<file path="src/rtl/debug_prog_loader.sv">
// UART-driven program loader and single-step/run debug controller for the pipeline.
// Define LOADER_CHECKSUM_EN to append an XOR checksum byte after each program load.
module debug_prog_loader #(
    parameter int unsigned MEM_DEPTH_WORDS = 256
) (
    input  logic        clk,
    input  logic        reset,
    input  logic [7:0]  rx_data,
    input  logic        rx_valid,
    output logic        mem_we,
    output logic [31:0] mem_addr,
    output logic [31:0] mem_wdata,
    output logic        DB_WE,
    input  logic [31:0] PC_in,
    input  logic        halt_in,
    output logic [7:0]  tx_data,
    output logic        tx_start,
    input  logic        tx_busy,
    output logic [2:0]  state_out
);

    localparam logic [2:0] IDLE     = 3'd0;
    localparam logic [2:0] LOAD     = 3'd1;
    localparam logic [2:0] WAIT_CMD = 3'd2;
    localparam logic [2:0] RUN      = 3'd3;
    localparam logic [2:0] STEP     = 3'd4;
    localparam logic [2:0] SEND_PC  = 3'd5;
    localparam logic [2:0] HALTED   = 3'd6;
`ifdef LOADER_CHECKSUM_EN
    localparam logic [2:0] SEND_CSUM = 3'd7;
`endif

    localparam logic [7:0]  CMD_LOAD = 8'h4C;
    localparam logic [7:0]  CMD_STEP = 8'h73;
    localparam logic [7:0]  CMD_RUN  = 8'h63;
    localparam logic [29:0] LAST_IDX = 30'(MEM_DEPTH_WORDS - 1);

    logic [2:0]  state;
    logic [2:0]  exit_state;
    logic [29:0] word_idx;
    logic [1:0]  byte_cnt;
    logic [31:0] load_word;
    logic [31:0] next_word;
    logic [31:0] tx_shift;
    logic [2:0]  tx_left;
    logic        need_sample;
    logic        start_load;
    logic        load_done;
    logic        take_byte;
`ifdef LOADER_CHECKSUM_EN
    logic [7:0]  csum;
`endif

    always_comb begin
        next_word  = {load_word[23:0], rx_data};
        start_load = rx_valid && (rx_data == CMD_LOAD) &&
                     (state == IDLE || state == WAIT_CMD || state == HALTED);
        // The write cycle decides the exit; a byte arriving then belongs to no word.
        load_done  = mem_we && (mem_wdata == 32'hFFFF_FFFF || word_idx == LAST_IDX);
        take_byte  = (state == LOAD) && rx_valid && !load_done;
    end

    assign DB_WE     = (state == STEP) || (state == RUN && !halt_in);
    assign state_out = state;

    always_ff @(posedge clk or posedge reset) begin
        if (reset) begin
            state       <= IDLE;
            exit_state  <= IDLE;
            word_idx    <= '0;
            byte_cnt    <= '0;
            load_word   <= '0;
            tx_shift    <= '0;
            tx_left     <= '0;
            need_sample <= 1'b0;
            mem_we      <= 1'b0;
            mem_addr    <= '0;
            mem_wdata   <= '0;
            tx_data     <= '0;
            tx_start    <= 1'b0;
`ifdef LOADER_CHECKSUM_EN
            csum        <= '0;
`endif
        end else begin
            case (state)
                LOAD: begin
                    if (mem_we) begin
                        mem_we <= 1'b0;
                        if (load_done) begin
`ifdef LOADER_CHECKSUM_EN
                            state       <= SEND_CSUM;
                            tx_shift    <= {csum, 24'h0};
                            tx_left     <= 3'd1;
                            need_sample <= 1'b0;
                            exit_state  <= WAIT_CMD;
`else
                            state       <= WAIT_CMD;
`endif
                        end else begin
                            word_idx <= word_idx + 30'd1;
                        end
                    end
                    if (take_byte) begin
                        load_word <= next_word;
                        byte_cnt  <= byte_cnt + 2'd1;
`ifdef LOADER_CHECKSUM_EN
                        csum      <= csum ^ rx_data;
`endif
                        if (byte_cnt == 2'd3) begin
                            mem_we    <= 1'b1;
                            mem_wdata <= next_word;
                            mem_addr  <= {word_idx, 2'b00};
                        end
                    end
                end
                WAIT_CMD: begin
                    if (rx_valid && rx_data == CMD_STEP) begin
                        state <= STEP;
                    end else if (rx_valid && rx_data == CMD_RUN) begin
                        state <= RUN;
                    end
                end
                STEP: begin
                    state       <= SEND_PC;
                    need_sample <= 1'b1;
                    exit_state  <= halt_in ? HALTED : WAIT_CMD;
                end
                RUN: begin
                    if (halt_in) begin
                        state       <= SEND_PC;
                        need_sample <= 1'b1;
                        exit_state  <= HALTED;
                    end
                end
`ifdef LOADER_CHECKSUM_EN
                SEND_PC, SEND_CSUM: begin
`else
                SEND_PC: begin
`endif
                    // Busy is not trusted while tx_start is high; the UART has not seen it yet.
                    if (need_sample) begin
                        tx_shift    <= PC_in;
                        tx_left     <= 3'd4;
                        need_sample <= 1'b0;
                        if (halt_in) begin
                            exit_state <= HALTED;
                        end
                    end else if (tx_start) begin
                        tx_start <= 1'b0;
                        if (tx_left == 3'd0) begin
                            state <= exit_state;
                        end
                    end else if (!tx_busy) begin
                        tx_data  <= tx_shift[31:24];
                        tx_shift <= {tx_shift[23:0], 8'h00};
                        tx_start <= 1'b1;
                        tx_left  <= tx_left - 3'd1;
                    end
                end
                IDLE, HALTED: begin
                end
                default: begin
                    state <= IDLE;
                end
            endcase

            if (start_load) begin
                state     <= LOAD;
                word_idx  <= '0;
                byte_cnt  <= '0;
                load_word <= '0;
`ifdef LOADER_CHECKSUM_EN
                csum      <= '0;
`endif
            end
        end
    end

endmodule

</file>
<file path="config.mk">
export PLATFORM = sky130hd
export DESIGN_NAME = debug_prog_loader
export DESIGN_NICKNAME = d
export VERILOG_FILES = /design/src/rtl/debug_prog_loader.sv
export SDC_FILE = /design/constraint.sdc
export NUM_CORES = 1
export LEC_CHECK = 0
export ABC_AREA = 1
export CAP_MARGIN = 40
export CORE_UTILIZATION = 50
export DETAILED_ROUTE_END_ITERATION = 7
export PLACE_DENSITY = 0.84
export SLEW_MARGIN = 20
export SYNTH_ARGS = -nofsm -noshare
export SYNTH_HDL_FRONTEND = slang
export SYNTH_SLANG_ARGS = --single-unit
</file>
<file path="constraint.sdc">
create_clock -name clk -period 5.3 [get_ports clk]
set_clock_uncertainty 0.15 [all_clocks]
set_input_delay 1.06 -clock clk [delete_from_list [all_inputs] [get_ports clk]]
set_output_delay 1.06 -clock clk [all_outputs]
set_load 0.02 [all_outputs]
</file>
### Word level (Yosys, flattened, before mapping)

Cells that the tools add are included.

* bits of input ports: 45
* word-level logic and storage cells: 110
* flip-flop bits (word level): 170
* output and inout port bits: 78

* $add $sub $neg: 3
* muxes and demuxes: 36
* equality and inequality tests: 25
* reductions and logical operators: 30
* bitwise operators: 3

Operator list (count)
* 30-bit two-way mux: 4
* 32-bit two-way mux: 3
* 24-bit two-way mux: 3
* 3-bit two-way mux: 15
* 32-bit equality test, second input constant: 1
* 30-bit by 1-bit adder with 30-bit output, second input constant: 1
* 30-bit by 8-bit equality test with 1-bit output, second input constant: 1
* 8-bit by 7-bit equality test with 1-bit output, second input constant: 3
* 3-bit inequality test, second input constant: 6
* 3-bit one-hot mux with 6 select lines: 1
* 3-bit equality test, second input constant: 3
* 3-bit one-hot mux with 3 select lines: 1
* 3-bit AND reduction: 3
* 1-bit logical AND: 8
* 2-bit inequality test, second input constant: 4
* 2-bit AND reduction: 4
* 8-bit AND reduction: 1
* 3-bit by 2-bit equality test with 1-bit output, second input constant: 2
* 3-bit logical NOT: 2
* 2-bit two-way mux: 3
* 2-bit nonzero test: 3
* 1-bit two-way mux: 5
* 1-bit logical OR: 4
* 2-bit by 1-bit inequality test with 1-bit output, second input constant: 2
* 11 further kinds: 14

### Depth between registers and ports, before layout

Gate-level depths: netlist of the first run.

* word-level depth: 8
* depth in mapped cells: 14

### Least setup slack after synthesis of the first run

Ideal clock, no wire load.

* kind: input-to-output
* start: input port halt_in
* end: output port DB_WE
* setup slack: 2544 ps
* arrival: 1546 ps
* stages: 1
* buffers on the path: 0
* cells stage by stage: o21ai_0

* longest elaborated chain between the ends: 3

RTL lines
* start, declared: RTL line 15 `input logic halt_in,`
* 1-bit logical NOT: RTL line 63 `assign DB_WE = (state == STEP) || (state == RUN && !halt_in);`
* 1-bit logical AND: RTL line 63
* 1-bit logical OR: RTL line 63
* end, declared: RTL line 13 `output logic DB_WE,`

Every way passes these cells.

### Final worst setup path of the first run

Same ends and word-level chain as after synthesis.

==> results of run 1 <==
==> metrics by stage <==
| step | utilization, % | cell area (sq um) | power [mW] |
|---|---|---|---|
| finish | 63.1 | 10500 | 2.80 |
| global route | 63.1 | 10500 | 2.90 |
| global placement | 59.4 | 9880 | 1.61 |
| CTS | 63.1 | 10500 | 2.81 |
| floorplan | - | 8580 | 1.52 |
| detailed placement | 59.6 | 9920 | 1.61 |
==> worst max-delay path, delay by kind of cell <==
family,cells,cell delay [ns]
buf+inv,2,1.09
compound gates,1,0.21
==> worst min path at each step <==
stage	startpoint	endpoint	cells after the start
floorplan	exit_state[1]	exit_state[1]	1
global placement	exit_state[1]	exit_state[1]	1
detailed placement	exit_state[1]	exit_state[1]	1
CTS	exit_state[1]	exit_state[1]	1
global route	exit_state[1]	exit_state[1]	1
finish	exit_state[1]	exit_state[1]	1
==> cells in the final DEF (no fill, tap or decap), types with 3 or more instances in the layout <==
master / instances
xnor2_1: 8
nand2_2: 4
o21ai_1: 15
nand3_1: 87
nor3b_1: 3
nor2_2: 4
clkdlybuf4s50_1: 120
o211ai_1: 24
nor2_1: 103
nand4_1: 81
clkbuf_16: 17
inv_6: 7
nor3_1: 11
inv_1: 93
xor2_1: 5
nand2_1: 390
clkinvlp_4: 3
dfrtp_1: 169
ha_1: 3
a21oi_1: 5
o21ai_0: 46
buf_4: 11
==> final cells by class <==
class	instances	area [sq um]	area share (%)
well taps	220	275	2.62
clock buffers	19	453	4.31
multi-input cells	803	3700	35.2
repair buffers	134	1350	12.8
clock inverters	13	124	1.18
inverters	98	372	3.54
flip-flops and latches	169	4230	40.3
==> state kept, by name, indices dropped and copies added (netlist names), 2 cells and up <==
register    flops
mem_addr       30
tx_shift       32
tx_left         3
state_out       3
word_idx       30
byte_cnt        2
load_word      24
tx_data         8
mem_wdata      32
exit_state      2
==> cell families after synthesis <==
group | Yosys count
AO/OA/AOI/OAI | 96
XOR/XNOR | 13
adder cells (fa/ha/maj) | 4
buffers and inverters | 163
flip-flops | 169
other | 1
AND/OR/NAND/NOR | 688
==> report_power, final <==
part	switching [mW]	leakage (nW)	internal, mW	total [mW]
sequential	0.0430	2.19	1.31	1.36
clock	0.559	0.279	0.646	1.20
combinational	0.141	2.65	0.0942	0.235
==> layer usage <==
layer  vias up  share of wire, %  routed length (microns)  global-route usage (%)
li1       3863                 -                        -                       -
met1      3751                43                     9430                    35.3
met2       284                47                    10300                    41.7
met3        47               7.0                     1530                    6.59
met4         0               2.5                      550                    10.5
met5         -                 0                        0                       0
==> metrics.yaml, run 1 <==
logic_synthesis:
  synth.yosys.seq_area_share_pct: 49.3
  yosysMostFrequentCell: "nand2_1"
  synth_area_leaders: "dfrtp_1 49%, nand2_1 17%, nand4_1 5.9%"
  netlist.area_leader.share_pct: 49.3
  syn_avg_cell_area_sq_um: 7.56
  dominantRegCellSynth: "dfrtp_1"
  synth_top_family_by_area: "simple AND/OR/NAND/NOR gates"
  synthTopCellsByCount: "391 x nand2_1, 169 x dfrtp_1, 104 x nor2_1"
  synthMuxAreaShare_pct: 0
  yosysWarnings: 0
  synth-simple-area-share_pct: 34.5
  yosysUniqueCellTypes: 34
  async_reset_ff_share_pct: 100
  synth_fa_ha_area_share_pct: 0.584
  synth_top_cell_by_area: "dfrtp_1"
  synth_compound_area_share_pct: 6.42
  syn_area_sq_um: 8570
  synth_xor_area_share_pct: 1.33
  synth-edff-count: 0
  syn_inst: 1134
  yosys_register_bits: 169
placement:
  gp_congestion: 0.910
  place_ws_ns: 1.75
  dp.cells: 1424
  dp_hpwl_microns: 15200
  portBuffers: 120
clocking:
  cts_num_sinks: 169
  clk_pin_slew_worst_paths_ns: 0.07
  cts_buffer_depth: 2
  postCtsHoldBufs: 0
  post_cts_buffers: 0
  cts_buffers: 17
  cts-resized-gates: 0
  ctsRootBufferMaster: "clkbuf_16"
  htreeDepth: 4
  clock_latency_ns: 0.44
  cts_tree: "done"
detailed_routing:
  wire_per_inst_microns: 15.0
  ant_nets: 0
  vias: 7945
  vias_per_cell: 5.46
  drt_iter0_drc: 682
  first_pass_iters: 5
  drt_wl_total_microns: 21800
  drc: 0
die:
  start_util_pct: 51.5
  rows: 47
  core-area_sq_um: 16600
  die_h_microns: 133
  dieArea_sq_um: 17700
  die_w_microns: 133
  ios: 123
global_routing:
  grt-ovfl-total: 0
  grt_pass1_vias: 7773
  antenna_found_initial: 0
  grt_pass1_wl_microns: 37300
  grt.total_usage_pct: 26.5
  grt_max_degree: 126
sta:
  finalSetupTns_ns: 0
  worst_slack_ns: 1.73
  fin_crit_sh_pct: 67.3
  relSlewSlack_pct: 54.6
  clock.fmax_mhz: 280
  finalSetupViolCount: 0
  slew_violations: 0
  finalCriticalPeriod_ns: 3.57
  rsz0062_at_grt: "no"
  hold_ws_ns: 0.318
  hold_viol_final: 0
  worstMarginPinSlew_ns: 0.680
critical_path:
  reg2reg_depth: 13
  crit_type: "primary input to output pin"
  cp-start-kind: "primary input"
  setup.worst_path.start: "halt_in"
  reg2reg_to: "word_idx[28]"
  max_stage_delay_ns: 0.63
  cp_slowest_cell: "clkdlybuf4s50_1"
  crit_path_end_kind: "output pin"
  endpoint: "DB_WE"
  cp_data_arrival_time_ns: 2.36
  critPathRequiredTime_ns: 4.09
  path_cells: "clkdlybuf4s50_1 -> o21ai_0 -> clkdlybuf4s50_1"
  reg2reg_slack_ns: 1.89
  timing.rr.start: "word_idx[0]"
  cp_max_fo: 4
  crit_top_cell: "clkdlybuf4s50_1"
finish:
  nNetsFinal: 1272
  final_cells: 1456
  fill_cells: 1456
  area_growth_pct: 22.5
  drive_above_1_share_pct: 5.18
  num_antenna_cells: 0
power_and_ir_drop:
  power_leakage_nw: 5.12
  cellPowerDensity_nw_per_um2: 266
  ir_drop_mv: 0.212
job:
  maxCapViolations: 0
min_path:
  hp-class: "flip-flop to flip-flop"
run_status:
  outcome: "completed"
No activity file was read; power rests on OpenSTA's default activity.
==> run 2: changes to the inputs <==
- CORE_UTILIZATION: 50 -> 54
- PLACE_DENSITY: 0.84 -> 0.86
- clock period: 5.3 -> 3.7 ns (I/O delays scaled with it)
==> run 2 against run 1 <==
Final cell count is 0.34% lower. Critical path depth is 3 higher. Sequential share of layout area is 0.072 points lower. Combinational power is 45% higher. Power is 45% higher. Sequential power is 43% higher. Register-to-register slack worse by 1.1 ns. Critical endpoint unchanged.
==> metrics.yaml, run 2 (synthesis results as in run 1) <==
global_routing:
  grt_pass1_wl_microns: 37500
  met1_usage_pct: 38.4
  grt_busiest_layer: "met2"
  grt.total_usage_pct: 29.0
  grt_max_degree: 76
  grt-ovfl-total: 0
  antenna_found_initial: 0
  grt.met3_usage_pct: 6.22
  grt_pass1_vias: 7833
  met2_usage_pct: 46.5
power_and_ir_drop:
  cellPowerDensity_nw_per_um2: 385
  ir_drop_mv: 0.355
  p_sw_mw: 1.02
  total_power_mw: 4.05
  power_leakage_nw: 5.15
  clkPwrFrac_pct: 43.7
  power_frac_comb_pct: 8.4
  pwr-share-seq_pct: 47.9
  netSwitchingFraction_pct: 25.1
  p_int_mw: 3.04
detailed_routing:
  wire_per_inst_microns: 15.1
  drc: 0
  first_pass_iters: 6
  ant_nets: 0
  drt_wl_total_microns: 21800
  vias_per_cell: 5.57
  drt_iter0_drc: 745
  vias: 8084
critical_path:
  crit_type: "flip-flop to output pin"
  path_cells: "inv_1 -> nand2_1 -> inv_1 -> nand2_1 -> o21ai_0 -> clkdlybuf4s50_1"
  cp-start-kind: "flip-flop"
  cp_slowest_cell: "clkdlybuf4s50_1"
  cp_data_arrival_time_ns: 2.25
  cp_max_fo: 6
  critPathRequiredTime_ns: 2.81
  crit_family: "buffers and inverters"
  crit_path_end_kind: "output pin"
  path_buf_inv: 3
  max_stage_delay_ns: 0.66
placement:
  place_ws_ns: 0.611
  portBuffers: 120
  post_dp_cell_area_sq_um: 9930
  gp_congestion: 0.934
  dp.cells: 1420
  dp_hpwl_microns: 15000
finish:
  final-seq-area_sq_um: 4230
  nNetsFinal: 1277
  area_growth_pct: 22.7
  fill_cells: 1233
  reg_top3: "mem_wdata (32), tx_shift (32)"
  drive_above_1_share_pct: 5.48
  num_antenna_cells: 0
  final_cell_mix: "390 x nand2_1, 169 x dfrtp_1, 120 x clkdlybuf4s50_1"
  final_util_pct: 68.4
  multiInputGateArea_sq_um: 3700
  final_cells: 1451
  fin_area_sq_um: 10500
  mostFrequentLayoutCell: "nand2_1"
die:
  core-area_sq_um: 15400
  ios: 123
  die_h_microns: 128
  rows: 45
  start_util_pct: 55.8
  dieArea_sq_um: 16400
  die_w_microns: 128
sta:
  finalCriticalPeriod_ns: 3.14
  fin_crit_sh_pct: 84.9
  hold_viol_final: 0
  finalSetupTns_ns: 0
  worst_slack_ns: 0.560
  worstMarginPinSlew_ns: 0.747
  slew_violations: 0
  relSlewSlack_pct: 50.2
  clock.fmax_mhz: 318
  finalSetupViolCount: 0
  hold_ws_ns: 0.317
  rsz0062_at_grt: "no"
clocking:
  clk_pin_slew_worst_paths_ns: 0.06
  htreeDepth: 4
  clock_latency_ns: 0.44
  cts_tree: "done"
  ctsRootBufferMaster: "clkbuf_16"
  postCtsHoldBufs: 0
  cts_num_sinks: 169
  post_cts_buffers: 0
  cts_buffer_depth: 2
  cts-resized-gates: 0
  cts_buffers: 17
job:
  maxCapViolations: 0
min_path:
  hp-class: "flip-flop to flip-flop"
run_status:
  outcome: "completed"
run 2: cell count changes in the layout (fill, tap and decap cells not counted):
| cell | delta |
|---|---|
| buf_8 | -1 |
| buf_12 | +1 |
| buf_4 | +6 |
| inv_8 | -1 |
| clkinv_4 | +1 |
| clkinv_8 | -1 |
| buf_16 | -1 |
| clkinv_2 | +3 |
| clkbuf_8 | -1 |
| inv_6 | -4 |
| bufinv_16 | +2 |
run 2: area by class of cell:
type	count	share of cell area (%)
clock inverter	13	1.38
sequential	169	40.2
inverter	98	3.53
multi-input combinational	803	35.2
clock buffer	18	4.18
tap	211	2.51
timing repair buffer	139	13.0
run 2: per-layer routing:
layer  vias up  wire, microns
met1      3846           9150
met5         -              0
met2       324          10500
met4         0            575
li1       3864              -
met3        50           1590
run 2: path summary, 6_finish.rpt:
check                      cells past startpoint            end    startpoint  slack [ns]
max reg2reg                                   13  mem_wdata[23]   word_idx[0]        0.78
min reg2reg                                    2   mem_addr[16]  mem_addr[16]        0.32
min                                            2   mem_addr[16]  mem_addr[16]        0.32
max in group asynchronous                      3   mem_wdata[3]         reset        2.43
min in group asynchronous                      3    word_idx[9]         reset        0.63
max                                            6          DB_WE  state_out[2]        0.56
run 2: tightest hold or removal path, stage by stage (launching register included):
cell and delay (ns):
dfrtp_1 0.34, nand2_1 0.06, nand2_1 0.05
run 2: power groups by stage:
stage,logic (mW),clock network (mW),registers (mW)
after floorplan,0.219,0,1.96
after global placement,0.331,0,1.97
after detailed placement,0.337,0,1.97
after CTS,0.341,1.79,1.94
after global routing,0.394,1.87,1.95
final,0.340,1.77,1.94
